$ cat config.mk
export PLATFORM = sky130hd
export DESIGN_NAME = mesh_loader
export DESIGN_NICKNAME = d
export VERILOG_FILES = /design/src/rtl/subsurf_pkg.sv /design/src/rtl/face_idx_check.sv /design/src/rtl/mesh_loader.sv
export SDC_FILE = /design/constraint.sdc
export NUM_CORES = 1
export LEC_CHECK = 0
export ABC_AREA = 1
export CAP_MARGIN = 20
export CORE_UTILIZATION = 40
export DETAILED_ROUTE_END_ITERATION = 10
export PLACE_DENSITY = 0.68
export RECOVER_POWER = 100
export SYNTH_ARGS = -nofsm -noshare
export SYNTH_HDL_FRONTEND = slang
export SYNTH_SLANG_ARGS = --single-unit
$ cat constraint.sdc
create_clock -name clk -period 4.1 [get_ports clk]
set_input_delay 0.82 -clock clk [delete_from_list [all_inputs] [get_ports clk]]
set_output_delay 0.82 -clock clk [all_outputs]
set_load 0.005 [all_outputs]
$ cat src/rtl/subsurf_pkg.sv
// Shared constants, header field layout and loader FSM encoding for the subsurf mesh pipeline.
package subsurf_pkg;

  localparam int unsigned DEPTH      = 512;
  localparam int unsigned ADDR_W     = 9;
  localparam int unsigned VERT_WORDS = 3;

  localparam int unsigned HDR_V_LSB = 0;
  localparam int unsigned HDR_V_W   = 8;
  localparam int unsigned HDR_F_LSB = 8;
  localparam int unsigned HDR_F_W   = 16;

  localparam int unsigned ERR_SIZE = 0;
  localparam int unsigned ERR_IDX  = 1;

  typedef enum logic [2:0] {
    ST_HEADER,
    ST_VERTS,
    ST_FACES,
    ST_START,
    ST_DRAIN
  } loader_state_e;

endpackage

$ cat src/rtl/face_idx_check.sv
// Flags a quad face word whose vertex indices reach past the mesh vertex count.
module face_idx_check (
  input  logic [31:0] word,
  input  logic [7:0]  v_num,
  output logic        bad
);

  always_comb begin
    bad = 1'b0;
    for (int unsigned i = 0; i < 4; i++) begin
      if (word[i*8 +: 8] >= v_num) bad = 1'b1;
    end
  end

endmodule

$ cat src/rtl/mesh_loader.sv
// Streams a quad mesh into RAM1 (header, vertices, faces) and starts the neighbor stage.
// Optional face index range check: define MESH_LOADER_IDX_CHECK_EN.
module mesh_loader #(
  parameter int unsigned ADDR_W = subsurf_pkg::ADDR_W,
  parameter int unsigned DEPTH  = subsurf_pkg::DEPTH
) (
  input  logic              clk,
  input  logic              rst,
  input  logic              s_valid,
  input  logic [31:0]       s_data,
  input  logic              s_last,
  output logic              s_ready,
  output logic              RAM1_EN,
  output logic [3:0]        RAM1_WE,
  output logic [ADDR_W-1:0] RAM1_A,
  output logic [31:0]       RAM1_Di,
  output logic              busy,
  output logic              done,
  output logic [1:0]        err,
  output logic              neighbor_start
);
  import subsurf_pkg::*;

  loader_state_e     state;
  logic [ADDR_W-1:0] addr;
  logic [9:0]        vert_cnt;
  logic [15:0]       face_cnt;
  logic              beat;
  logic              idx_bad;
  logic [7:0]        hdr_v;
  logic [15:0]       hdr_f;
  logic [31:0]       total;
  logic              size_bad;

  assign s_ready  = (state != ST_START);
  assign beat     = s_valid & s_ready;
  assign hdr_v    = s_data[HDR_V_LSB +: HDR_V_W];
  assign hdr_f    = s_data[HDR_F_LSB +: HDR_F_W];
  assign total    = 32'd1 + VERT_WORDS * 32'(hdr_v) + 32'(hdr_f);
  assign size_bad = (hdr_v == '0) || (hdr_f == '0) || (total > DEPTH);

`ifdef MESH_LOADER_IDX_CHECK_EN
  logic [7:0] v_num;

  always_ff @(posedge clk) begin
    if (rst) v_num <= '0;
    else if (state == ST_HEADER && beat) v_num <= hdr_v;
  end

  face_idx_check u_face_idx_check (
    .word  (s_data),
    .v_num (v_num),
    .bad   (idx_bad)
  );
`else
  assign idx_bad = 1'b0;
`endif

  always_ff @(posedge clk) begin
    if (rst) begin
      state          <= ST_HEADER;
      addr           <= '0;
      vert_cnt       <= '0;
      face_cnt       <= '0;
      RAM1_EN        <= 1'b0;
      RAM1_WE        <= '0;
      RAM1_A         <= '0;
      RAM1_Di        <= '0;
      busy           <= 1'b0;
      done           <= 1'b0;
      err            <= '0;
      neighbor_start <= 1'b0;
    end else begin
      RAM1_EN        <= 1'b0;
      RAM1_WE        <= '0;
      RAM1_A         <= '0;
      RAM1_Di        <= '0;
      neighbor_start <= 1'b0;
      case (state)
        ST_HEADER: begin
          if (beat) begin
            // Header is always written, even when it fails the size check.
            RAM1_EN <= 1'b1;
            RAM1_WE <= 4'hF;
            RAM1_A  <= '0;
            RAM1_Di <= s_data;
            done    <= 1'b0;
            busy    <= 1'b1;
            if (size_bad || s_last) begin
              err   <= 2'b01;
              state <= s_last ? ST_HEADER : ST_DRAIN;
            end else begin
              err      <= '0;
              addr     <= ADDR_W'(1);
              vert_cnt <= 10'(VERT_WORDS * 32'(hdr_v));
              face_cnt <= hdr_f;
              state    <= ST_VERTS;
            end
          end else begin
            busy <= 1'b0;
          end
        end
        ST_VERTS: begin
          if (beat) begin
            if (s_last) begin
              err[ERR_SIZE] <= 1'b1;
              busy          <= 1'b0;
              state         <= ST_HEADER;
            end else begin
              RAM1_EN  <= 1'b1;
              RAM1_WE  <= 4'hF;
              RAM1_A   <= addr;
              RAM1_Di  <= s_data;
              addr     <= addr + ADDR_W'(1);
              vert_cnt <= vert_cnt - 10'd1;
              if (vert_cnt == 10'd1) state <= ST_FACES;
            end
          end
        end
        ST_FACES: begin
          if (beat) begin
            if (idx_bad) begin
              err[ERR_IDX] <= 1'b1;
              busy         <= 1'b0;
              state        <= s_last ? ST_HEADER : ST_DRAIN;
            end else if (face_cnt == 16'd1 && s_last) begin
              RAM1_EN <= 1'b1;
              RAM1_WE <= 4'hF;
              RAM1_A  <= addr;
              RAM1_Di <= s_data;
              state   <= ST_START;
            end else if (face_cnt == 16'd1 || s_last) begin
              // Framing error: either s_last missing on the final face or early.
              err[ERR_SIZE] <= 1'b1;
              busy          <= 1'b0;
              state         <= s_last ? ST_HEADER : ST_DRAIN;
            end else begin
              RAM1_EN  <= 1'b1;
              RAM1_WE  <= 4'hF;
              RAM1_A   <= addr;
              RAM1_Di  <= s_data;
              addr     <= addr + ADDR_W'(1);
              face_cnt <= face_cnt - 16'd1;
            end
          end
        end
        ST_START: begin
          neighbor_start <= 1'b1;
          done           <= 1'b1;
          busy           <= 1'b0;
          state          <= ST_HEADER;
        end
        ST_DRAIN: begin
          busy <= 1'b0;
          if (beat && s_last) state <= ST_HEADER;
        end
        default: state <= ST_HEADER;
      endcase
    end
  end

endmodule
==> results.sh, run 1 <==
export IMPL_outcome="finished, final reports clean"
export IMPL_use_met1_pct=27.7
export IMPL_cts_path_max_buffers=2
export IMPL_synth_edf_count=0
export IMPL_grt_pass1_wl_mm=23.9
export IMPL_postSynthAreaPerCell_um2=6.39
export IMPL_hold_path_startpoint="busy$_SDFFE_PP0P_"
export IMPL_synthTopCellsByArea="dfxtp_1 (31%), nand2_1 (13%), inv_1 (11%)"
export IMPL_antenna_cells=0
export IMPL_critPathArrivalTime_ns=4.27
export IMPL_cts_sinks=84
export IMPL_track_usage_pct=21.0
export IMPL_r2r_end="RAM1_Di[21]$_SDFF_PP0_"
export IMPL_worst_pin_slew_ns=0.985
export IMPL_ant_nets=0
export IMPL_setup_tns_ns=0
export IMPL_routed_wl_mm=14.6
export IMPL_p_leak_nw=4.02
export IMPL_rr_startpoint="face_cnt[12]$_SDFFE_PP0P_"
export IMPL_root_buffer="clkbuf_16"
export IMPL_synth_distinct_cells=42
export IMPL_min_period_ns=3.97
export IMPL_hold_violations=0
export IMPL_synth_largest_area_cell="dfxtp_1"
export IMPL_fp_dieW_um=119
export IMPL_antenna_found_initial=0
export IMPL_cts_buffers=9
export IMPL_fmax_ghz=0.252
export IMPL_final_nets=1060
export IMPL_dieArea_um2=14100
export IMPL_skew_ns=0.0142
export IMPL_ff2ff_setup_slack_ns=1.01
export IMPL_coreArea_um2=13300
export IMPL_synth_fp_nets=926
export IMPL_grt_max_degree=30
export IMPL_first_global_vias=5028
export IMPL_wl_per_cell_um=12.5
export IMPL_ys_async_sr_fraction_pct=0
export IMPL_clkTransAtPathRegs_ns=0.07
export IMPL_row_count=42
export IMPL_portBuffers=86
export IMPL_min_delay_path_depth=2
export IMPL_grt_setup_unrepaired="true"
export IMPL_finalCritPeriodShare_pct=96.9
export IMPL_power_density_nw_per_um2=349
export IMPL_drv_slew=0
export IMPL_grt_use_met2_pct=34.4
export IMPL_critPathKind="input pin to flop"
export IMPL_grt_busiest_layer="met2"
export IMPL_syn_area_um2=5470
export IMPL_hold_buffers=0
export IMPL_route_detailed_drc=0
export IMPL_yosysWarningCount=0
export IMPL_synth_cells=856
export IMPL_utilization_pct=56.6
export IMPL_yosys_area_top_type_share_pct=30.8
export IMPL_cts_tree="done"
export IMPL_hold_path_class="flop to flop"
export IMPL_endpoint_kind="flop"
export IMPL_max_cap_violations=0
export IMPL_path_max_fanout=5
export IMPL_grtUsageMet3_pct=3.26
export IMPL_drive_gt1_share_pct=14.2
export IMPL_ios=88
export IMPL_min_to="busy$_SDFFE_PP0P_"
export IMPL_cts_max_level=3
export IMPL_worst_ep_required_time_ns=4.40
export IMPL_via_per_inst=4.83
export IMPL_gp_congestion=0.857
export IMPL_vias=5654
export IMPL_grt_ovfl_total=0
export IMPL_final_cells=1171
export IMPL_vdd_ir_drop_max_v=0.000201
export IMPL_hold_worst_slack_ns=0.471
export IMPL_clock_latency_ns=0.35
export IMPL_die_h_um=119
export IMPL_dp_hpwl_mm=10.5
export IMPL_synth_top_flop_cell="dfxtp_1"
export IMPL_areaGrowthSynthToFinish_pct=37.6
export IMPL_ys_seq_area_share_pct=30.8
export IMPL_drtIter0Drc=366
export IMPL_startpoint_type="input pin"
export IMPL_ys_ff_latch=84
export IMPL_relSlewSlack_pct=33.9
export IMPL_setup_violations=0
export IMPL_dr_pass1_iters=5
export IMPL_rr_worst_depth=13
export IMPL_place_inst=1146
export IMPL_start_util_pct=41.1
==> cell usage after synthesis (2+ instances only) <==
cell	instances
clkbuf_1	14
fa_1	2
nor2_1	111
nor3_1	10
buf_4	5
nand3_1	96
dfxtp_1	84
a31oi_1	2
xor2_1	11
o21bai_1	3
ha_1	32
nand2_1	189
nand2_2	3
buf_6	4
o211ai_1	2
o21ai_0	30
nand3b_1	6
nand4_1	8
buf_2	7
inv_1	156
a21oi_1	47
xnor2_1	7
a21boi_0	3
mux2i_1	4
o22ai_1	3
==> report_power, final <==
group	internal [W]	switching (W)
clock	0.000475	0.000359
combinational	0.000407	0.000480
sequential	0.000865	0.0000363
==> worst max path at each step <==
stage | start | to | slack (ns)
after floorplan | s_data[0] | vert_cnt[7]$_SDFFE_PP0P_ | 0.26
after global placement | s_data[0] | addr[3]$_SDFFE_PP0P_ | -0.64
after detailed placement | s_data[0] | vert_cnt[9]$_SDFFE_PP0P_ | -0.76
after CTS | s_data[2] | face_cnt[7]$_SDFFE_PP0P_ | 0.001
after global routing | s_data[1] | addr[7]$_SDFFE_PP0P_ | -0.05
final | s_data[1] | addr[7]$_SDFFE_PP0P_ | 0.13
==> stage by stage <==
step                      cell area [µm²]  total power [W]  worst slack, ns
after floorplan                      5470          0.00142            0.257
after global placement               6830          0.00171           -0.641
after detailed placement             6830          0.00171           -0.755
after CTS                            7380          0.00260         0.000970
after global routing                 7520          0.00279          -0.0496
final                                7520          0.00262            0.128
==> state kept, by name, summed over array words and instances, names as in the netlist <==
name            flops
RAM1_Di            32
face_cnt           16
vert_cnt           10
RAM1_A              9
addr                9
state               3
RAM1_WE             1
busy                1
done                1
err                 1
neighbor_start      1
==> kinds of logic after synthesis <==
family	share of synthesized area, %
AND/OR/NAND/NOR	33.6
buffers and inverters	13.9
AO/OA/AOI/OAI	10.0
flip-flops	30.8
adder cells (fa/ha/maj)	8.05
XOR/XNOR	2.88
multiplexers	0.732
other	0.0686
==> critical path: stages <==
cell and delay (ns):
buf_8 0.10, ha_4 0.17, fa_2 0.37, a21oi_2 0.12, o21bai_1 0.08, a21oi_1 0.17
o21bai_2 0.11, xor2_2 0.29, ha_1 0.32, nand2_2 0.10, inv_2 0.05, nand2_1 0.07
inv_1 0.04, nand2_1 0.08, nand3_2 0.09, nand2_1 0.06, nand2_1 0.05, nor2_1 0.10
nand2_1 0.09, nor2_4 0.13, nand4_1 0.14, nand2_4 0.16, buf_8 0.16, buf_6 0.10
nand2_2 0.04, nand2_1 0.10, nand2_1 0.05, nor2_1 0.09
==> placed cells by master (no fill, tap or decap), drive strengths merged, types with 3 or more instances in the layout <==
cell type	count
clkdlybuf4s50	27
o21bai	3
nand2	194
nand3b	6
a21boi	3
buf	67
nand3	97
clkinv	4
nand4	8
dfxtp	84
mux2i	4
nor2	112
dlygate4sd3	51
ha	32
xor2	11
a21oi	47
clkbuf	11
inv	158
o21ai	31
nor3	10
o22ai	3
xnor2	7
==> timing repair <==
action / 4_1_cts / 5_1_grt
endpoints found under the hold margin: 0 / 0
gates cloned: 2 / 1
endpoints found under the setup margin: 38 / 38
setup buffers: 8 / 1
gates resized for setup: 39 / 46
pin swaps: 18 / 31
==> routing by layer <==
metal / part of all wire (%) / wire (µm)
met5: 0 / 0
met4: 1.6 / 240
met3: 4.5 / 653
met2: 47 / 6840
met1: 47 / 6910
==> cell type report <==
class | instances | area (µm²)
Tap cell | 176 | 220
Inverter | 157 | 589
Clock inverter | 7 | 73.8
Sequential cell | 84 | 1680
Clock buffer | 9 | 225
Fill cell | 1278 | 5770
Multi-Input combinational cell | 586 | 3290
Timing Repair Buffer | 152 | 1440
(Power assumes the default switching activity.)
==> run 2, diff against run 1 <==
--- a/config.mk
+++ b/config.mk
@@ -11,6 +11,8 @@
 export DETAILED_ROUTE_END_ITERATION = 10
 export PLACE_DENSITY = 0.68
 export RECOVER_POWER = 100
+export SKIP_LAST_GASP = 1
 export SYNTH_ARGS = -nofsm -noshare
 export SYNTH_HDL_FRONTEND = slang
 export SYNTH_SLANG_ARGS = --single-unit
+export TNS_END_PERCENT = 50
==> run 2 against run 1 <==
Fmax up 0.30%. Final area fell by 0.32%. Non-clock buffer count fell by 1. Via count rose by 0.11%. Die area unchanged. Count of clock-buffer cells in the layout unchanged. Combinational power barely moved. Register-to-register slack lost 0.19 ns. Worst hold slack hardly changed. Cell count about the same. Critical path type unchanged. Critical endpoint is now vert_cnt[5]$_SDFFE_PP0P_. Largest power group unchanged.
==> results.sh, run 2 (synthesis gave the netlist of run 1 again) <==
export IMPL_cts_tree="done"
export IMPL_skew_ns=0.0148
export IMPL_portBuffers=86
export IMPL_start_util_pct=41.1
export IMPL_rr_startpoint="face_cnt[12]$_SDFFE_PP0P_"
export IMPL_path_max_fanout=12
export IMPL_gp_congestion=0.857
export IMPL_worst_pin_slew_ns=0.987
export IMPL_antenna_cells=0
export IMPL_min_period_ns=3.96
export IMPL_n_fill_cell=1286
export IMPL_clock_latency_ns=0.35
export IMPL_vias=5660
export IMPL_grt_use_met2_pct=34.4
export IMPL_ant_nets=0
export IMPL_relSlewSlack_pct=33.7
export IMPL_use_met1_pct=27.7
export IMPL_final_cells=1170
export IMPL_ios=88
export IMPL_finalCritPeriodShare_pct=96.6
export IMPL_grt_setup_unrepaired="true"
export IMPL_min_to="busy$_SDFFE_PP0P_"
export IMPL_r2r_end="RAM1_Di[21]$_SDFF_PP0_"
export IMPL_wl_per_cell_um=12.5
export IMPL_drive_gt1_share_pct=14.0
export IMPL_fin_area_um2=7500
export IMPL_setup_violations=0
export IMPL_power_density_nw_per_um2=349
export IMPL_row_count=42
export IMPL_grt_max_degree=30
export IMPL_ff2ff_setup_slack_ns=0.82
export IMPL_p_leak_nw=4.01
export IMPL_grt_busiest_layer="met2"
export IMPL_multi_input_area_um2=3290
export IMPL_hold_violations=0
export IMPL_dp_slack_ns=-0.755
export IMPL_place_area_um2=6830
export IMPL_die_h_um=119
export IMPL_critPathArrivalTime_ns=4.20
export IMPL_dieArea_um2=14100
export IMPL_min_delay_path_depth=2
export IMPL_coreArea_um2=13300
export IMPL_startpoint_type="input pin"
export IMPL_largest_register="RAM1_Di"
export IMPL_hold_path_class="flop to flop"
export IMPL_track_usage_pct=21.0
export IMPL_first_global_vias=5028
export IMPL_drtIter0Drc=397
export IMPL_layout_commonest_cell="nand2_1"
export IMPL_endpoint_kind="flop"
export IMPL_hold_path_startpoint="busy$_SDFFE_PP0P_"
export IMPL_cts_sinks=84
export IMPL_drv_slew=0
export IMPL_fp_dieW_um=119
export IMPL_route_detailed_drc=0
export IMPL_cts_max_level=3
export IMPL_final_nets=1059
export IMPL_clkTransAtPathRegs_ns=0.07
export IMPL_outcome="finished, final reports clean"
export IMPL_register_area_um2=1680
export IMPL_vdd_ir_drop_max_v=0.000201
export IMPL_setup_ws_ns=0.140
export IMPL_max_cap_violations=0
export IMPL_fmax_ghz=0.253
export IMPL_cts_path_max_buffers=2
export IMPL_grt_pass1_wl_mm=23.9
export IMPL_via_per_inst=4.84
export IMPL_antenna_found_initial=0
export IMPL_dr_pass1_iters=6
export IMPL_root_buffer="clkbuf_16"
export IMPL_worst_ep_required_time_ns=4.34
export IMPL_routed_wl_mm=14.6
export IMPL_cts_buffers=9
export IMPL_grt_ovfl_total=0
export IMPL_rr_worst_depth=13
export IMPL_areaGrowthSynthToFinish_pct=37.2
export IMPL_largest_reg_flops=32
export IMPL_layout_common_cells="nand2_1 (179), inv_1 (150), nor2_1 (108)"
export IMPL_critPathKind="input pin to flop"
export IMPL_grtUsageMet3_pct=3.26
export IMPL_place_inst=1146
export IMPL_largest_registers="RAM1_Di x32, face_cnt x16, vert_cnt x10"
export IMPL_dp_hpwl_mm=10.5
## run 2: worst max-delay path, cell delays in order
cell	delay (ns)
buf_6	0.10
ha_4	0.17
fa_2	0.37
a21oi_2	0.12
o21bai_1	0.08
a21oi_1	0.17
o21bai_2	0.11
xor2_2	0.29
ha_1	0.32
nand2_2	0.10
inv_2	0.05
nand2_1	0.07
inv_1	0.04
nand2_1	0.08
nand3_2	0.09
nand2_1	0.06
nand2_1	0.05
nor2_1	0.10
nand2_1	0.09
nor2_4	0.13
nand4_1	0.14
nand2_4	0.16
buf_6	0.12
buf_6	0.13
nand3_1	0.08
nand2_1	0.11
nor2_1	0.04
## run 2: power breakdown
group | switching (W) | internal (W)
combinational | 0.000480 | 0.000404
clock | 0.000361 | 0.000475
sequential | 0.0000362 | 0.000865
total | 0.000877 | 0.00174
## run 2: metrics by stage
| stage | utilization (%) | power, W | hold WS (ns) | TNS (ns) |
|---|---|---|---|---|
| 2_1_floorplan | - | 0.00142 | 0.449 | 0 |
| 3_3_place_gp | 51.4 | 0.00171 | 0.459 | -22.52 |
| 3_5_place_dp | 51.4 | 0.00171 | 0.466 | -26.54 |
| 4_1_cts | 55.5 | 0.00260 | 0.474 | -0.00763 |
| 5_1_grt | 56.4 | 0.00279 | 0.509 | -0.236 |
| 6_report | 56.4 | 0.00262 | 0.472 | 0 |
## run 2: worst max-delay path by stage
| stage | slack, ns | from | endpoint | cells after the start |
|---|---|---|---|---|
| finish | 0.14 | s_data[0] | vert_cnt[5]$_SDFFE_PP0P_ | 27 |
| global route | -0.03 | s_data[1] | vert_cnt[5]$_SDFFE_PP0P_ | 25 |
| CTS | -0.005 | s_data[2] | face_cnt[9]$_SDFFE_PP0P_ | 27 |
| detailed placement | -0.76 | s_data[0] | vert_cnt[9]$_SDFFE_PP0P_ | 24 |
| global placement | -0.64 | s_data[0] | addr[3]$_SDFFE_PP0P_ | 25 |
| floorplan | 0.26 | s_data[0] | vert_cnt[7]$_SDFFE_PP0P_ | 24 |
## run 2: final cells by class
cell class / instances / share of cell area, %
clock inverters: 7 / 0.984
inverters: 157 / 7.86
well taps: 176 / 2.94
multi-input cells: 586 / 43.9
flip-flops and latches: 84 / 22.4
repair buffers: 151 / 18.9
clock buffers: 9 / 3.00
## run 2: repair_timing
item	in CTS	in global routing
buffers inserted	8	1
hold buffers	0	0
cloned	2	1
pin swaps	16	31
gates resized for setup	39	42
endpoints found under the setup margin	38	38
## run 2: per-layer routing
layer / vias up / share of wire, %
met5: - / 0
met4: 0 / 1.7
met3: 15 / 4.2
met2: 118 / 46
met1: 2584 / 48
li1: 2943 / -
==> run 3, diff against run 2 <==
--- a/config.mk
+++ b/config.mk
@@ -7,9 +7,9 @@
 export LEC_CHECK = 0
 export ABC_AREA = 1
 export CAP_MARGIN = 20
-export CORE_UTILIZATION = 40
+export CORE_UTILIZATION = 35
 export DETAILED_ROUTE_END_ITERATION = 10
-export PLACE_DENSITY = 0.68
+export PLACE_DENSITY = 0.61
 export RECOVER_POWER = 100
 export SKIP_LAST_GASP = 1
 export SYNTH_ARGS = -nofsm -noshare
==> constraint.sdc (replaced) <==
create_clock -name clk -period 4.55 [get_ports clk]
set_input_delay 0.91 -clock clk [delete_from_list [all_inputs] [get_ports clk]]
set_output_delay 0.91 -clock clk [all_outputs]
set_load 0.005 [all_outputs]
==> run 3 against run 2 <==
The run now ends with max-capacitance violations, max-slew violations left. Flip-flop and latch count stayed put. Wire length fell by 1.7%. Register-to-register slack gained 0.62 ns. Sequential share of layout area increased by 0.69 points. Final area decreased by 3.0%. Count of clock-buffer cells in the layout grew 2. Cell count hardly changed. Highest routed layer unchanged. Die area rose by 14%. First-iteration DRC count decreased by 12%. Global-route usage decreased by 2.5 points.
==> results.sh, run 3 (synthesis gave the netlist of run 1 again) <==
export IMPL_clock_latency_ns=0.35
export IMPL_max_cap_violations=1
export IMPL_start_util_pct=36.0
export IMPL_vdd_ir_drop_max_v=0.000165
export IMPL_grt_pass1_wl_mm=23.8
export IMPL_layout_common_cells="nand2_1 (185), inv_1 (156), nor2_1 (110)"
export IMPL_finalCritPeriodShare_pct=96.3
export IMPL_wl_met3_um=570
export IMPL_fp_dieW_um=127
export IMPL_drive_gt1_share_pct=9.99
export IMPL_min_to="busy$_SDFFE_PP0P_"
export IMPL_ios=88
export IMPL_areaGrowthSynthToFinish_pct=33.0
export IMPL_ant_nets=0
export IMPL_dp_hpwl_mm=11.0
export IMPL_startpoint_type="input pin"
export IMPL_routed_wl_mm=14.4
export IMPL_dieArea_um2=16100
export IMPL_path_max_fanout=5
export IMPL_cts_buffers=9
export IMPL_die_h_um=127
export IMPL_route_top_layer_used="met4"
export IMPL_setup_violations=0
export IMPL_largest_reg_flops=32
export IMPL_rr_worst_depth=13
export IMPL_critPathKind="input pin to flop"
export IMPL_min_delay_path_depth=2
export IMPL_root_buffer="clkbuf_16"
export IMPL_via_per_inst=4.65
export IMPL_hold_worst_slack_ns=0.478
export IMPL_antenna_cells=0
export IMPL_clkTransAtPathRegs_ns=0.07
export IMPL_portBuffers=86
export IMPL_first_global_vias=4935
export IMPL_met1_length_mm=6.96
export IMPL_relSlewSlack_pct=-36.6
export IMPL_grt_max_degree=42
export IMPL_outcome="finished, violations left"
export IMPL_wl_met2_mm=6.69
export IMPL_drtIter0Drc=351
export IMPL_drv_slew=42
export IMPL_violations="max-capacitance violations, max-slew violations"
export IMPL_largest_register="RAM1_Di"
export IMPL_rr_startpoint="face_cnt[12]$_SDFFE_PP0P_"
export IMPL_dr_pass1_iters=4
export IMPL_wl_per_cell_um=12.3
export IMPL_track_usage_pct=18.5
export IMPL_hold_path_class="flop to flop"
export IMPL_row_count=45
export IMPL_p_leak_nw=3.94
export IMPL_hold_violations=0
export IMPL_final_nets=1046
export IMPL_hold_path_startpoint="busy$_SDFFE_PP0P_"
export IMPL_ff2ff_setup_slack_ns=1.44
export IMPL_coreArea_um2=15200
export IMPL_fmax_ghz=0.228
export IMPL_gp_congestion=0.856
export IMPL_worst_pin_slew_ns=2.05
export IMPL_cts_max_level=3
export IMPL_vias=5433
export IMPL_grt_ovfl_total=0
export IMPL_min_period_ns=4.38
export IMPL_n_fill_cell=1578
export IMPL_layout_commonest_cell="nand2_1"
export IMPL_cts_sinks=84
export IMPL_antenna_found_initial=0
export IMPL_cts_tree="done"
export IMPL_cts_path_max_buffers=2
export IMPL_hold_buffers=0
export IMPL_endpoint_kind="flop"
export IMPL_route_detailed_drc=0
export IMPL_power_density_nw_per_um2=323
export IMPL_skew_ns=0.00908
export IMPL_worst_ep_required_time_ns=4.79
export IMPL_critPathArrivalTime_ns=4.62
export IMPL_r2r_end="RAM1_Di[15]$_SDFF_PP0_"
export IMPL_setup_tns_ns=0
export IMPL_largest_registers="RAM1_Di x32, face_cnt x16, vert_cnt x10"
[run 3: through the flow]
stage                     std cells  util, %  total power, W  instance area, µm²  setup WS [ns]
after floorplan                 856        -         0.00128                5470          0.617
after global placement         1147     44.5         0.00153                6760         -0.230
after detailed placement       1147     44.5         0.00153                6760         -0.368
after CTS                      1163     46.6         0.00234                7090        -0.0114
after global routing           1169     47.9         0.00251                7270        -0.0614
final                          1169     47.9         0.00235                7270          0.170
[run 3: critical path: stages]
cell             delay (ns)
clkdlybuf4s50_1        0.54
inv_1                  0.08
ha_1                   0.33
nand2_1                0.10
inv_1                  0.04
nand4_1                0.09
o211ai_1               0.14
xor2_2                 0.26
ha_1                   0.31
nand2_1                0.15
inv_1                  0.07
a21oi_2                0.17
nand3_2                0.11
nand2_1                0.07
nand2_1                0.05
nor2_1                 0.09
nand2_1                0.07
nor2_2                 0.16
nand4_1                0.26
nand2_4                0.20
buf_4                  0.13
buf_4                  0.10
nand3b_1               0.06
nand2_1                0.08
nor2_1                 0.04
[run 3: cell type report]
type                            instances  area, µm²  area share [%]
Clock inverter                          5       85.1            1.17
Tap cell                              188        235            3.23
Multi-Input combinational cell        586       3180            43.7
Sequential cell                        84       1680            23.1
Timing Repair Buffer                  138       1270            17.5
Clock buffer                           11        233            3.20
Inverter                              157        589            8.10
[run 3: routing by layer]
layer	vias to the layer above	track usage, %
li1	2922	-
met1	2415	24.8
met2	88	30.8
met3	8	3.06
met4	0	5.04
met5	-	0
[run 3: worst max-delay path by stage]
| stage | startpoint | end | cells after the start |
|---|---|---|---|
| floorplan | s_data[0] | vert_cnt[7]$_SDFFE_PP0P_ | 24 |
| global placement | s_data[0] | vert_cnt[7]$_SDFFE_PP0P_ | 24 |
| detailed placement | s_data[0] | vert_cnt[6]$_SDFFE_PP0P_ | 25 |
| CTS | s_data[0] | face_cnt[12]$_SDFFE_PP0P_ | 25 |
| global route | s_data[6] | vert_cnt[5]$_SDFFE_PP0P_ | 24 |
| finish | s_data[6] | vert_cnt[0]$_SDFFE_PP0P_ | 25 |
[run 3: timing repair]
action,in CTS,in global routing
resized for setup,1,32
pin swaps,0,13
gates cloned,0,1
endpoints found under the setup margin,5,38
setup buffers,0,5
[run 3: report_power, final]
| part | leakage, nW | total (W) | internal, W | switching (W) |
|---|---|---|---|---|
| Sequential | 0.687 | 0.000812 | 0.000780 | 0.0000325 |
| Combinational | 3.10 | 0.000739 | 0.000328 | 0.000411 |
| Clock | 0.150 | 0.000799 | 0.000484 | 0.000315 |
